### config.mk
export PLATFORM = sky130hd
export DESIGN_NAME = bcd_conv_arbiter
export DESIGN_NICKNAME = d
export VERILOG_FILES = /design/src/rtl/bcd_arb_pkg.sv /design/src/rtl/rr_arbiter.sv /design/src/rtl/bcd_conv_arbiter.sv
export SDC_FILE = /design/constraint.sdc
export NUM_CORES = 1
export LEC_CHECK = 0
export ABC_AREA = 1
export BUFFER_PORTS_ARGS = -buffer_cell sky130_fd_sc_hd__buf_4
export CAP_MARGIN = 20
export CORE_AREA = 2 2 90 92
export DETAILED_ROUTE_END_ITERATION = 12
export DIE_AREA = 0 0 92 94
export SETUP_SLACK_MARGIN = 0.5
export SYNTH_ARGS = -nofsm -noshare
export SYNTH_HDL_FRONTEND = slang
export SYNTH_SLANG_ARGS = --single-unit
### constraint.sdc
create_clock -name clk -period 6.3 [get_ports clk]
set_clock_uncertainty 0.15 [all_clocks]
set_input_delay 0.945 -clock clk [delete_from_list [all_inputs] [get_ports clk]]
set_output_delay 0.945 -clock clk [all_outputs]
set_load 0.01 [all_outputs]
### src/rtl/bcd_arb_pkg.sv
// -----------------------------------------------------------------------------
// bcd_arb_pkg
// Shared definitions for the BCD converter arbiter:
//   BIN_W    - width of the binary operand driven to the converter (E..A)
//   BCD_W    - width of the two-digit BCD result returned (Y8..Y1)
//   state_e  - controller states IDLE / DRIVE / RESP
//   bcd_digit_err - flags a BCD byte whose tens or units nibble is above 9
// -----------------------------------------------------------------------------
package bcd_arb_pkg;

    localparam int BIN_W = 5;
    localparam int BCD_W = 8;

    typedef enum logic [1:0] {
        IDLE  = 2'd0,
        DRIVE = 2'd1,
        RESP  = 2'd2
    } state_e;

    // A legal BCD digit is 0..9; anything above that means the converter
    // produced a value that cannot be a decimal digit.
    function automatic logic bcd_digit_err(input logic [BCD_W-1:0] bcd);
        return (bcd[7:4] > 4'd9) || (bcd[3:0] > 4'd9);
    endfunction

endpackage

### src/rtl/rr_arbiter.sv
// -----------------------------------------------------------------------------
// rr_arbiter
// Combinational round-robin selector. The search for a pending request starts
// at index ptr_i and wraps around modulo N_REQ; the first pending index found
// wins.
// Ports:
//   req_i    [N_REQ-1:0] pending requests
//   ptr_i    [IW-1:0]    index where the search starts
//   onehot_o [N_REQ-1:0] one-hot winner (all zero when nothing is pending)
//   idx_o    [IW-1:0]    binary index of the winner
//   valid_o              at least one request is pending
// -----------------------------------------------------------------------------
module rr_arbiter
    import bcd_arb_pkg::*;
#(
    parameter int N_REQ = 4,
    parameter int IW    = $clog2(N_REQ)
) (
    input  logic [N_REQ-1:0] req_i,
    input  logic [IW-1:0]    ptr_i,
    output logic [N_REQ-1:0] onehot_o,
    output logic [IW-1:0]    idx_o,
    output logic             valid_o
);

    logic [IW-1:0] cand;

    // Walk the requesters in priority order ptr, ptr+1, ... and keep the first hit.
    always_comb begin
        onehot_o = '0;
        idx_o    = '0;
        valid_o  = 1'b0;
        cand     = '0;
        for (int i = 0; i < N_REQ; i++) begin
            cand = IW'((int'(ptr_i) + i) % N_REQ);
            if (!valid_o && req_i[cand]) begin
                valid_o        = 1'b1;
                onehot_o[cand] = 1'b1;
                idx_o          = cand;
            end else begin
                valid_o = valid_o;
            end
        end
    end

endmodule

### src/rtl/bcd_conv_arbiter.sv
// -----------------------------------------------------------------------------
// bcd_conv_arbiter
// Shares one external binary-to-BCD converter among N_REQ requesters.
// A round-robin winner's 5-bit operand is latched and driven to the converter
// with its active-low enable asserted for SETTLE_CYC cycles; the converter
// result is then captured and offered on a valid/ready response port.
// Ports:
//   clk, reset           clock, synchronous active-high reset
//   req / req_data       per-requester request and 5-bit operand (slice i)
//   gnt                  registered one-cycle one-hot grant
//   conv_G / conv_bin    converter enable (active-low) and operand
//   conv_bcd             converter result
//   rsp_valid/rsp_ready  response handshake
//   rsp_id/rsp_bcd/rsp_err  served index, captured BCD, invalid-digit flag
//   busy                 controller is not IDLE
// -----------------------------------------------------------------------------
module bcd_conv_arbiter
    import bcd_arb_pkg::*;
#(
    parameter int N_REQ      = 4,
    parameter int SETTLE_CYC = 1
) (
    input  logic                     clk,
    input  logic                     reset,
    input  logic [N_REQ-1:0]         req,
    input  logic [BIN_W*N_REQ-1:0]   req_data,
    output logic [N_REQ-1:0]         gnt,
    output logic                     conv_G,
    output logic [BIN_W-1:0]         conv_bin,
    input  logic [BCD_W-1:0]         conv_bcd,
    output logic                     rsp_valid,
    input  logic                     rsp_ready,
    output logic [$clog2(N_REQ)-1:0] rsp_id,
    output logic [BCD_W-1:0]         rsp_bcd,
    output logic                     rsp_err,
    output logic                     busy
);

    localparam int         IW       = $clog2(N_REQ);
    localparam logic [2:0] LAST_CNT = 3'(SETTLE_CYC - 1);

    state_e            state_q;
    logic [IW-1:0]     ptr_q;
    logic [IW-1:0]     ptr_d;
    logic [2:0]        cnt_q;
    logic [N_REQ-1:0]  gnt_q;
    logic              conv_g_q;
    logic [BIN_W-1:0]  conv_bin_q;
    logic              rsp_valid_q;
    logic [IW-1:0]     rsp_id_q;
    logic [BCD_W-1:0]  rsp_bcd_q;
    logic              rsp_err_q;
    logic              busy_q;

    logic [N_REQ-1:0]  win_onehot;
    logic [IW-1:0]     win_idx;
    logic              any_req;
    logic [BIN_W-1:0]  win_data;
    logic              launch;

    rr_arbiter #(
        .N_REQ (N_REQ),
        .IW    (IW)
    ) u_rr (
        .req_i    (req),
        .ptr_i    (ptr_q),
        .onehot_o (win_onehot),
        .idx_o    (win_idx),
        .valid_o  (any_req)
    );

    // Pick the winner's operand slice using the one-hot vector (constant slices only).
    always_comb begin
        win_data = '0;
        for (int i = 0; i < N_REQ; i++) begin
            if (win_onehot[i]) begin
                win_data = req_data[i*BIN_W +: BIN_W];
            end else begin
                win_data = win_data;
            end
        end
    end

    // Next search start is one past the winner, wrapping at N_REQ.
    assign ptr_d = (win_idx == IW'(N_REQ - 1)) ? '0 : win_idx + IW'(1);

    // A new conversion starts from IDLE, or straight out of RESP on the
    // consuming edge, so back-to-back requesters never pass through IDLE.
    assign launch = any_req &&
                    ((state_q == IDLE) || ((state_q == RESP) && rsp_ready));

    // Controller FSM with all outputs registered.
    always_ff @(posedge clk) begin
        if (reset) begin
            state_q     <= IDLE;
            ptr_q       <= '0;
            cnt_q       <= 3'd0;
            gnt_q       <= '0;
            conv_g_q    <= 1'b1;
            conv_bin_q  <= '0;
            rsp_valid_q <= 1'b0;
            rsp_id_q    <= '0;
            rsp_bcd_q   <= '0;
            rsp_err_q   <= 1'b0;
            busy_q      <= 1'b0;
        end else begin
            gnt_q <= '0;
            if (launch) begin
                // Operand and index are latched here; later req/req_data
                // changes cannot reach the in-flight conversion.
                state_q     <= DRIVE;
                busy_q      <= 1'b1;
                gnt_q       <= win_onehot;
                rsp_id_q    <= win_idx;
                conv_bin_q  <= win_data;
                conv_g_q    <= 1'b0;
                cnt_q       <= 3'd0;
                ptr_q       <= ptr_d;
                rsp_valid_q <= 1'b0;
            end else begin
                case (state_q)
                    IDLE: begin
                        state_q <= IDLE;
                        busy_q  <= 1'b0;
                    end
                    DRIVE: begin
                        if (cnt_q == LAST_CNT) begin
                            rsp_bcd_q   <= conv_bcd;
                            rsp_err_q   <= bcd_digit_err(conv_bcd);
                            rsp_valid_q <= 1'b1;
                            conv_g_q    <= 1'b1;
                            state_q     <= RESP;
                        end else begin
                            cnt_q <= cnt_q + 3'd1;
                        end
                    end
                    RESP: begin
                        if (rsp_ready) begin
                            rsp_valid_q <= 1'b0;
                            state_q     <= IDLE;
                            busy_q      <= 1'b0;
                        end else begin
                            state_q <= RESP;
                        end
                    end
                    default: begin
                        state_q     <= IDLE;
                        busy_q      <= 1'b0;
                        conv_g_q    <= 1'b1;
                        rsp_valid_q <= 1'b0;
                    end
                endcase
            end
        end
    end

    assign gnt       = gnt_q;
    assign conv_G    = conv_g_q;
    assign conv_bin  = conv_bin_q;
    assign rsp_valid = rsp_valid_q;
    assign rsp_id    = rsp_id_q;
    assign rsp_bcd   = rsp_bcd_q;
    assign rsp_err   = rsp_err_q;
    assign busy      = busy_q;

endmodule

# Word level (Yosys, flattened, before mapping)
# Cells that the tools add are included.
totals:
  ff_bits: 30
  input_bits: 35
  out_inout_bits: 23
  word_cells: 110
classes:
  n_addsub: 5
  magnitude_cmp: 10
  n_eq_ne: 9
  muxes: 44
  bitwise: 6
  reduce_logical: 24
op_table:
  columns: ["operator", "count"]
  rows:
  - ["$mux 5", 4]
  - ["$mux 1", 17]
  - ["$mux 4", 4]
  - ["$mux 2", 7]
  - ["$lt 2x3->1 const B", 4]
  - ["$or 4x4->4", 3]
  - ["$logic_and 1x1->1", 9]
  - ["$bmux 1 s2", 4]
  - ["$demux 1 s2", 4]
  - ["$ge 2x1->1 const B", 4]
  - ["$gt 4x4->1 const B", 2]
  - ["$ne 2x2->1 const B", 3]
  - ["$ne 3x3->1 const B", 2]
  - ["$reduce_and 2->1", 3]
  - ["$reduce_and 3->1", 2]
  - ["$reduce_or 2->1", 3]
  - ["$add 2x1->2 const B", 2]
  - ["$add 2x2->2 const B", 2]
  - ["$eq 2x2->1 const B", 2]
  - ["$pmux 1 s2", 2]
  - ["$pmux 2 s2", 1]
  - ["$add 3x1->3 const B", 1]
  - ["$logic_not 1->1", 3]
  - ["$logic_not 3->1", 1]
  - ["6 further kinds", 9]

# Longest topological paths before layout
# Gate-level depths: netlist of the first run.
depth:
  ltp_word: 16
  depth_mapped: 16
  depth_no_buf: 15

# Cells and area by module
# From an unflattened synthesis of the first run, not the netlist that was laid out.
hier_totals:
  hier_cells: 283
  hier_area_um2: 1941.9
by_module_without_submodules:
  columns: ["mod", "instances", "cells_each", "area_per_inst_um2", "seq_area_each_um2"]
  rows:
  - ["bcd_conv_arbiter", 1, 209, 1501.4, 600.6]
  - ["rr_arbiter", 1, 74, 440.4, 0.0]

# Worst setup path after synthesis of the first run
# Ideal clock, no wire load.
synth_timing:
  path_kind: "input-to-reg"
  from: "input req[3]"
  to: "register rsp_bcd_q[0], in the netlist rsp_bcd[0]"
  setup_time_ns: 0.132
  t_arrival_ns: 2.032
  t_required_ns: 6.018
  slack_ns: 3.986
  cell_stages: 11
  n_path_buf: 1
  path_cell_list: "inv_1 > nand2_1 > nand3_2 > nand2_4 > nor2_8 > nand2_2 > o21ai_4 > buf_4 > nand2_2 > nand2_1 > a21oi_1"
synth_via:
  elab_chain_cells: 15
  elab_cells_between_ends: 21
  classes_between: "mux: 12; bitwise: 1; reduce/logical: 8"
synth_rtl:
  columns: ["element", "line_no", "text"]
  rows:
  - ["start, declared", "bcd_conv_arbiter.sv:25", "input logic [N_REQ-1:0] req,"]
  - ["$bmux 1 s2", "rr_arbiter.sv:36", "if (!valid_o && req_i[cand]) begin"]
  - ["$mux 1 (not written as such)", "rr_arbiter.sv:36", null]
  - ["$mux 1", "rr_arbiter.sv:36", null]
  - ["$logic_not 1->1", "rr_arbiter.sv:36", null]
  - ["$logic_and 1x1->1", "rr_arbiter.sv:36", null]
  - ["$mux 1", "rr_arbiter.sv:36", null]
  - ["$logic_not 1->1", "rr_arbiter.sv:36", null]
  - ["$logic_and 1x1->1", "rr_arbiter.sv:36", null]
  - ["$mux 1", "rr_arbiter.sv:36", null]
  - ["$logic_not 1->1", "rr_arbiter.sv:36", null]
  - ["$logic_and 1x1->1", "rr_arbiter.sv:36", null]
  - ["$mux 1 (*)", "rr_arbiter.sv:36", null]
  - ["$logic_and 1x1->1 (*)", "bcd_conv_arbiter.sv:89", "assign launch = any_req &&"]
  - ["$not 1->1 (no line) (*)", null, null]
  - ["$reduce_and 3->1 (no line) (*)", null, null]
  - ["end signal, assigned", "bcd_conv_arbiter.sv:128", "rsp_bcd_q <= conv_bcd;"]
  - ["end, declared", "bcd_conv_arbiter.sv:51", "logic [BCD_W-1:0] rsp_bcd_q;"]
# Mark *: on every way between the ends. The rest lies on a longest branch, timed or not. The select of a mux whose other input is x is not followed.
# A chain may end at the register's enable or synchronous reset.

==> results of run 1 <==
[per-stage QoR]
stage	total power (uW)	hold WS, ns	cells	instance area [um2]	setup slack, ns
global route	1120	0.332	447	2500	3.15
CTS	1030	0.314	447	2500	3.45
floorplan	710	0.308	284	1880	3.99
global placement	862	0.301	439	2400	3.54
detailed placement	867	0.305	439	2400	3.47
finish	1020	0.312	447	2500	3.47
[cell usage in the layout, fill, tap and decap left out, drive strengths merged]
| master | synthesis | final |
|---|---|---|
| a21boi | 3 | 3 |
| ha | 13 | 13 |
| nor2 | 22 | 22 |
| o21ai | 8 | 8 |
| o211ai | 1 | 1 |
| a21oi | 19 | 19 |
| buf | 3 | 57 |
| inv | 41 | 41 |
| nand3 | 32 | 32 |
| a21o | 1 | 1 |
| clkbuf | 1 | 7 |
| a211oi | 2 | 2 |
| o31ai | 2 | 2 |
| nand2 | 95 | 95 |
| o22ai | 1 | 1 |
| nor3 | 2 | 2 |
| dfxtp | 30 | 30 |
| clkinv | 2 | 3 |
| xor2 | 1 | 1 |
| nand4 | 5 | 5 |
[registers in the layout (all words and copies together), names as in the netlist, named ones only]
register / flops
rsp_valid: 1
ptr_q: 1
rsp_err: 1
rsp_id: 2
state_q: 2
conv_G: 1
cnt_q: 3
busy: 1
conv_bin: 5
gnt: 4
rsp_bcd: 8
[routing by layer]
layer | wire [um] | track usage (%)
met5 | 0 | 0
met4 | 93 | 4.73
met3 | 228 | 2.25
met2 | 2320 | 19.2
met1 | 2240 | 15.0
[final cells by class]
type                    count  area (um2)  area share [%]
multi-input cells         207        1090            43.5
clock inverters             1        5.00           0.201
clock buffers               7        86.3            3.46
repair buffers             57         428            17.1
inverters                  43         163            6.52
well taps                 102         128            5.11
flip-flops and latches     30         601            24.1
[power by group through the flow]
stage	Combinational [uW]	Clock [uW]	Sequential, uW
6_report	583	158	275
3_5_place_dp	588	0	279
3_3_place_gp	583	0	279
4_1_cts	589	165	275
5_1_grt	665	172	281
2_1_floorplan	423	0	287
[worst paths after layout]
kind | end | startpoint | slack, ns | cells after the start
worst max-delay path | conv_bin[2]$_SDFFE_PP0P_ | flop | 3.47 | 11
worst min-delay path | rsp_valid$_SDFFE_PP0P_ | rsp_valid$_SDFFE_PP0P_ | 0.31 | 2
worst max register to register | conv_bin[2]$_SDFFE_PP0P_ | flop | 3.47 | 11
worst min register to register | rsp_valid$_SDFFE_PP0P_ | rsp_valid$_SDFFE_PP0P_ | 0.31 | 2
[cells by family (layout without fill, tap and decap cells)]
| kind of cell | count (synthesis) | count (layout) | synth area share, % |
|---|---|---|---|
| DFF | 30 | 30 | 31.9 |
| and+or+nand+nor | 156 | 156 | 36.9 |
| xor gates and xnor gates | 1 | 1 | 0.465 |
| AOI/OAI and AO/OA | 37 | 37 | 11.7 |
| adders and majority gates | 13 | 13 | 8.64 |
| buffers and inverters | 47 | 108 | 10.4 |
[worst register-to-register path, delay by kind of cell (launching register included)]
kind | cells | cell delay (ns)
AOI/OAI and AO/OA | 1 | 0.17
DFF | 1 | 0.58
buffers and inverters | 2 | 0.31
adders and majority gates | 1 | 0.40
and+or+nand+nor | 7 | 1.17
==> metrics.csv, run 1 <==
stage;metric;value;unit
synth;netlist_top_cells_area;dfxtp_1 (32%), nand2_1 (17%), ha_1 (8.6%);
detailed_routing;drc;0;
synth;ys_types;30;
layout;final_nets;392;
power_and_ir_drop;p_clk_share;15.5;%
placement;io_buffers;57;
timing;fmax;353;MHz
setup_path;worstPathCellList;inv_2 > ha_1 > inv_1 > nand2_1 > nand2_1 > o21ai_4 > nor2_2 > nand2_1 > nor2_1 > nand2_1 > nand2_1;
cts;cts.sinks;30;
timing;min_period_over_period;45.0;%
detailed_routing;routed-via-count;1920;
synth;syn-num-nets;332;
synth;synth_largest_area_cell;dfxtp_1;
die;coreArea;0.00761;mm2
power_and_ir_drop;p_comb_share;57.4;%
power_and_ir_drop;switching_share;47.4;%
timing;slew_violations;0;
detailed_routing;wl_per_cell;10.9;um
synth;ys_top_cells_by_count;nand2_1 (87), inv_1 (37), dfxtp_1 (30), nand3_1 (30), nor2_1 (20);
die;io_pins;58;
timing;hold_violations;0;
power_and_ir_drop;internal-power;534;uW
timing;worst_pin_slew;0.578;ns
cts;cts_setup_buffers;0;
layout;syn_to_final_growth;32.6;%
setup_path;crit_family;simple AND/OR/NAND/NOR gates;
die;die_w;92;um
die;initial_core_util;24.8;%
global_route;grtUsageTotal;11.7;%
cts;htree_levels;2;
global_route;grt_overflow;0;
die;row_count;32;
synth;ys_ff_latch;30;
global_route;grt_pass1_vias;1771;
synth;synth-edff-count;0;
detailed_routing;first_pass_iters;4;
detailed_routing;drt-vias-per-instance;4.30;
global_route;antenna_found_initial;0;
placement;dpl.hpwl;3.91;mm
job;drv_cap;0;
global_route;grt_start_max_net_pins;16;
synth;synth_flop_cell;dfxtp_1;
setup_path;path_max_fanout;13;
power_and_ir_drop;power_density;407;mW/mm2
global_route;grt_pass1_wl;8.11;mm
setup_path;slowest_stage;dfxtp_1;
layout;num_antenna_cells;0;
setup_path;path_buf_inv;2;
power_and_ir_drop;ir_worst_vdd;0.169;mV
setup_path;end_kind;flop;
cts;path_clk_slew;0.06;ns
timing;fin_crit;2.83;ns
cts;root_buffer;clkbuf_8;
cts;cts.repair.resized;0;
die;fp.dieH;94;um
setup_path;cp_common_cell;nand2_1;
die;dieArea;0.00865;mm2
setup_path;critPathMaxStageDelay;0.58;ns
cts;ctsHoldBuffers;0;
synth;syn_area;0.00188;mm2
timing;tns;0;ns
detailed_routing;ant_nets;0;
layout;fillers;869;
synth;syn_inst;284;
synth;yosys.cell_count.top_type;nand2_1;
synth;syn_area_per_cell;6.63;um2
cts;cts_buffers;5;
worst_hold_path;hp-class;flop to flop;
power_and_ir_drop;power_switching;482;uW
placement;gp_congestion;0.846;
layout;drive_gt1_share;23.8;%
power_and_ir_drop;seq_power_share;27.1;%
power_and_ir_drop;p_leak;0.00130;uW
timing;rsz0062_at_grt;false;
timing;setup_violations;0;
setup_path;critPathLaunchType;flop;
synth;yosysTopAreaCellShare;31.9;%
detailed_routing;drt_iter0_markers;60;
cts;cts_tree;yes;
synth;synth_warnings;0;
synth;synthArstFlopShare;0;%
synth;yosysSeqAreaShare;31.9;%
detailed_routing;wl;4.89;mm
layout;fin_util;32.8;%
setup_path;worstPathRequired;6.38;ns
cts;clkLatencyLatePin;0.28;ns
setup_path;path_class;flop to flop;
timing;maxSlewHeadroom;61.3;%
cts;cts_max_path_buffers;2;
setup_path;crit_arrival;2.91;ns
outcome;status;finished clean;
Note: power is estimated with default switching activity, not from simulation.
==> run 2, diff against run 1 <==
==> constraint.sdc (replaced) <==
create_clock -name clk -period 2.4 [get_ports clk]
set_clock_uncertainty 0.15 [all_clocks]
set_input_delay 0.36 -clock clk [delete_from_list [all_inputs] [get_ports clk]]
set_output_delay 0.36 -clock clk [all_outputs]
set_load 0.01 [all_outputs]
==> run 2 against run 1 <==
Against the previous run:
- first-iteration DRC count is 48% higher
- largest power group unchanged
- fmax is 44% higher
- sequential share of layout area is 3.1 points lower
- setup slack worse by 3.0 ns
- register-to-register slack worse by 3.0 ns
- die area stayed put
- largest cell class unchanged
- final cell count is 4.9% higher
==> metrics.csv, run 2 (synthesis gave the netlist of run 1 again) <==
stage;metric;value;unit
die;io_pins;58;
power_and_ir_drop;switching_share;46.4;%
power_and_ir_drop;power_density;1170;mW/mm2
placement;dpl.hpwl;3.93;mm
global_route;grt_start_max_net_pins;16;
power_and_ir_drop;total_power;3380;uW
layout;final_cell_mix;nand2_1 (74), buf_4 (72), inv_1 (32);
timing;maxSlewHeadroom;79.1;%
timing;min_period_over_period;81.8;%
layout;largest_reg_flops;8;
detailed_routing;drt-vias-per-instance;4.35;
setup_path;path_max_fanout;8;
detailed_routing;drt_iter0_markers;89;
cts;ctsHoldBuffers;0;
cts;cts_max_path_buffers;2;
timing;slew_violations;0;
placement;place_inst;443;
power_and_ir_drop;p_leak;0.00147;uW
placement;gp_congestion;0.828;
cts;clkLatencyLatePin;0.27;ns
global_route;grt_pass1_vias;1903;
detailed_routing;wl_per_cell;11.5;um
placement;io_buffers;57;
die;fp.dieH;94;um
layout;fin_cells;469;
timing;fmax;509;MHz
timing;worst_pin_slew;0.310;ns
die;coreArea;0.00761;mm2
job;drv_cap;0;
layout;final_nets;414;
power_and_ir_drop;p_clk_share;12.3;%
layout;seq_area;608;um2
setup_path;crit_arrival;1.99;ns
cts;root_buffer;clkbuf_8;
outcome;status;finished clean;
cts;htree_levels;2;
global_route;grt_pass1_wl;8.62;mm
cts;cts_buffers;5;
timing;fin_ws;0.436;ns
timing;rsz0062_at_grt;true;
die;initial_core_util;24.8;%
global_route;grt_overflow;0;
global_route;grtUsageTotal;12.3;%
timing;fin_crit;1.96;ns
timing;setup_violations;0;
power_and_ir_drop;ir_worst_vdd;0.516;mV
detailed_routing;wl;5.38;mm
layout;multiInputGateArea;0.00127;mm2
detailed_routing;routed-via-count;2038;
setup_path;path_class;flop to flop;
timing;tns;0;ns
timing;hold_violations;0;
worst_hold_path;hp-class;input port to flop;
layout;fin_util;38.1;%
layout;drive_gt1_share;39.2;%
detailed_routing;first_pass_iters;4;
layout;num_antenna_cells;0;
cts;path_clk_slew;0.07;ns
power_and_ir_drop;p_comb_share;66.8;%
layout;mostFrequentLayoutCell;nand2_1;
die;dieArea;0.00865;mm2
cts;cts.sinks;30;
cts;cts_tree;yes;
detailed_routing;ant_nets;0;
power_and_ir_drop;power_switching;1570;uW
die;row_count;32;
setup_path;critPathLaunchType;flop;
layout;fillers;832;
placement;post-place-ws;0.165;ns
power_and_ir_drop;seq_power_share;20.9;%
global_route;antenna_found_initial;0;
die;die_w;92;um
power_and_ir_drop;internal-power;1810;uW
setup_path;end_kind;flop;
layout;syn_to_final_growth;53.8;%
detailed_routing;drc;0;
setup_path;worstPathRequired;2.43;ns
==> run 2: cell count changes in the layout (fill, tap and decap cells not counted), moves of 4 or more <==
cell,previous run,this run
inv_4,0,4
nand2_1,87,74
inv_1,37,32
nand2_4,1,8
buf_4,57,72
nand3_1,30,22
buf_6,0,7
nand3_2,2,9
nand2_2,7,13
==> run 2: final timing paths <==
kind | start | slack, ns | end | cells after the start
setup / recovery | flop | 0.44 | conv_bin[4]$_SDFFE_PP0P_ | 14
hold / removal | conv_bcd[4] | 0.22 | rsp_bcd[4]$_SDFFE_PP0P_ | 3
hold reg to reg | rsp_valid$_SDFFE_PP0P_ | 0.31 | rsp_valid$_SDFFE_PP0P_ | 2
setup reg to reg | flop | 0.44 | conv_bin[4]$_SDFFE_PP0P_ | 14
==> run 2: per-layer routing <==
layer / global-route usage (%) / part of all wire (%) / wire (um)
met4: 5.97 / 2.6 / 139
met5: 0 / 0 / 0
met3: 1.77 / 4.3 / 233
met1: 14.8 / 43 / 2320
met2: 21.4 / 50 / 2690
==> run 2: metrics by stage <==
stage	hold WS, ns	area [um2]
after global placement	0.294	2470
after floorplan	0.279	1920
after detailed placement	0.305	2470
final	0.216	2900
after CTS	0.206	2750
after global routing	0.217	2900
==> run 2: critical path: stages, from the launching register on <==
cell and delay [ns]:
dfxtp_4 0.37, inv_6 0.05, ha_4 0.29, inv_4 0.05, nand2_4 0.05, nand2_4 0.06
nor2_8 0.11, nand2_4 0.07, o21ai_4 0.23, nor2_4 0.11, buf_6 0.15, nand3_2 0.05
nand2_2 0.06, inv_2 0.04, nand2_1 0.03
==> run 2: final cells by class <==
| cell class | count | share of cell area (%) |
|---|---|---|
| Timing Repair Buffer | 79 | 21.4 |
| Tap cell | 102 | 4.41 |
| Clock buffer | 7 | 2.98 |
| Sequential cell | 30 | 21.0 |
| Multi-Input combinational cell | 207 | 43.8 |
| Inverter | 43 | 6.27 |
| Clock inverter | 1 | 0.173 |
==> run 2: power by group through the flow <==
stage                     Combinational [uW]  Clock, uW  Sequential (uW)
after global routing                    2510        455              721
final                                   2260        417              706
after CTS                               1990        432              707
after floorplan                         1170          0              766
after detailed placement                1660          0              740
after global placement                  1660          0              733
==> run 2: repair_timing <==
item | 4_1_cts | 5_1_grt
buffers inserted | 14 | 3
gates cloned | 0 | 1
pin swaps | 13 | 17
resized for setup | 21 | 39
setup endpoints to repair | 27 | 26
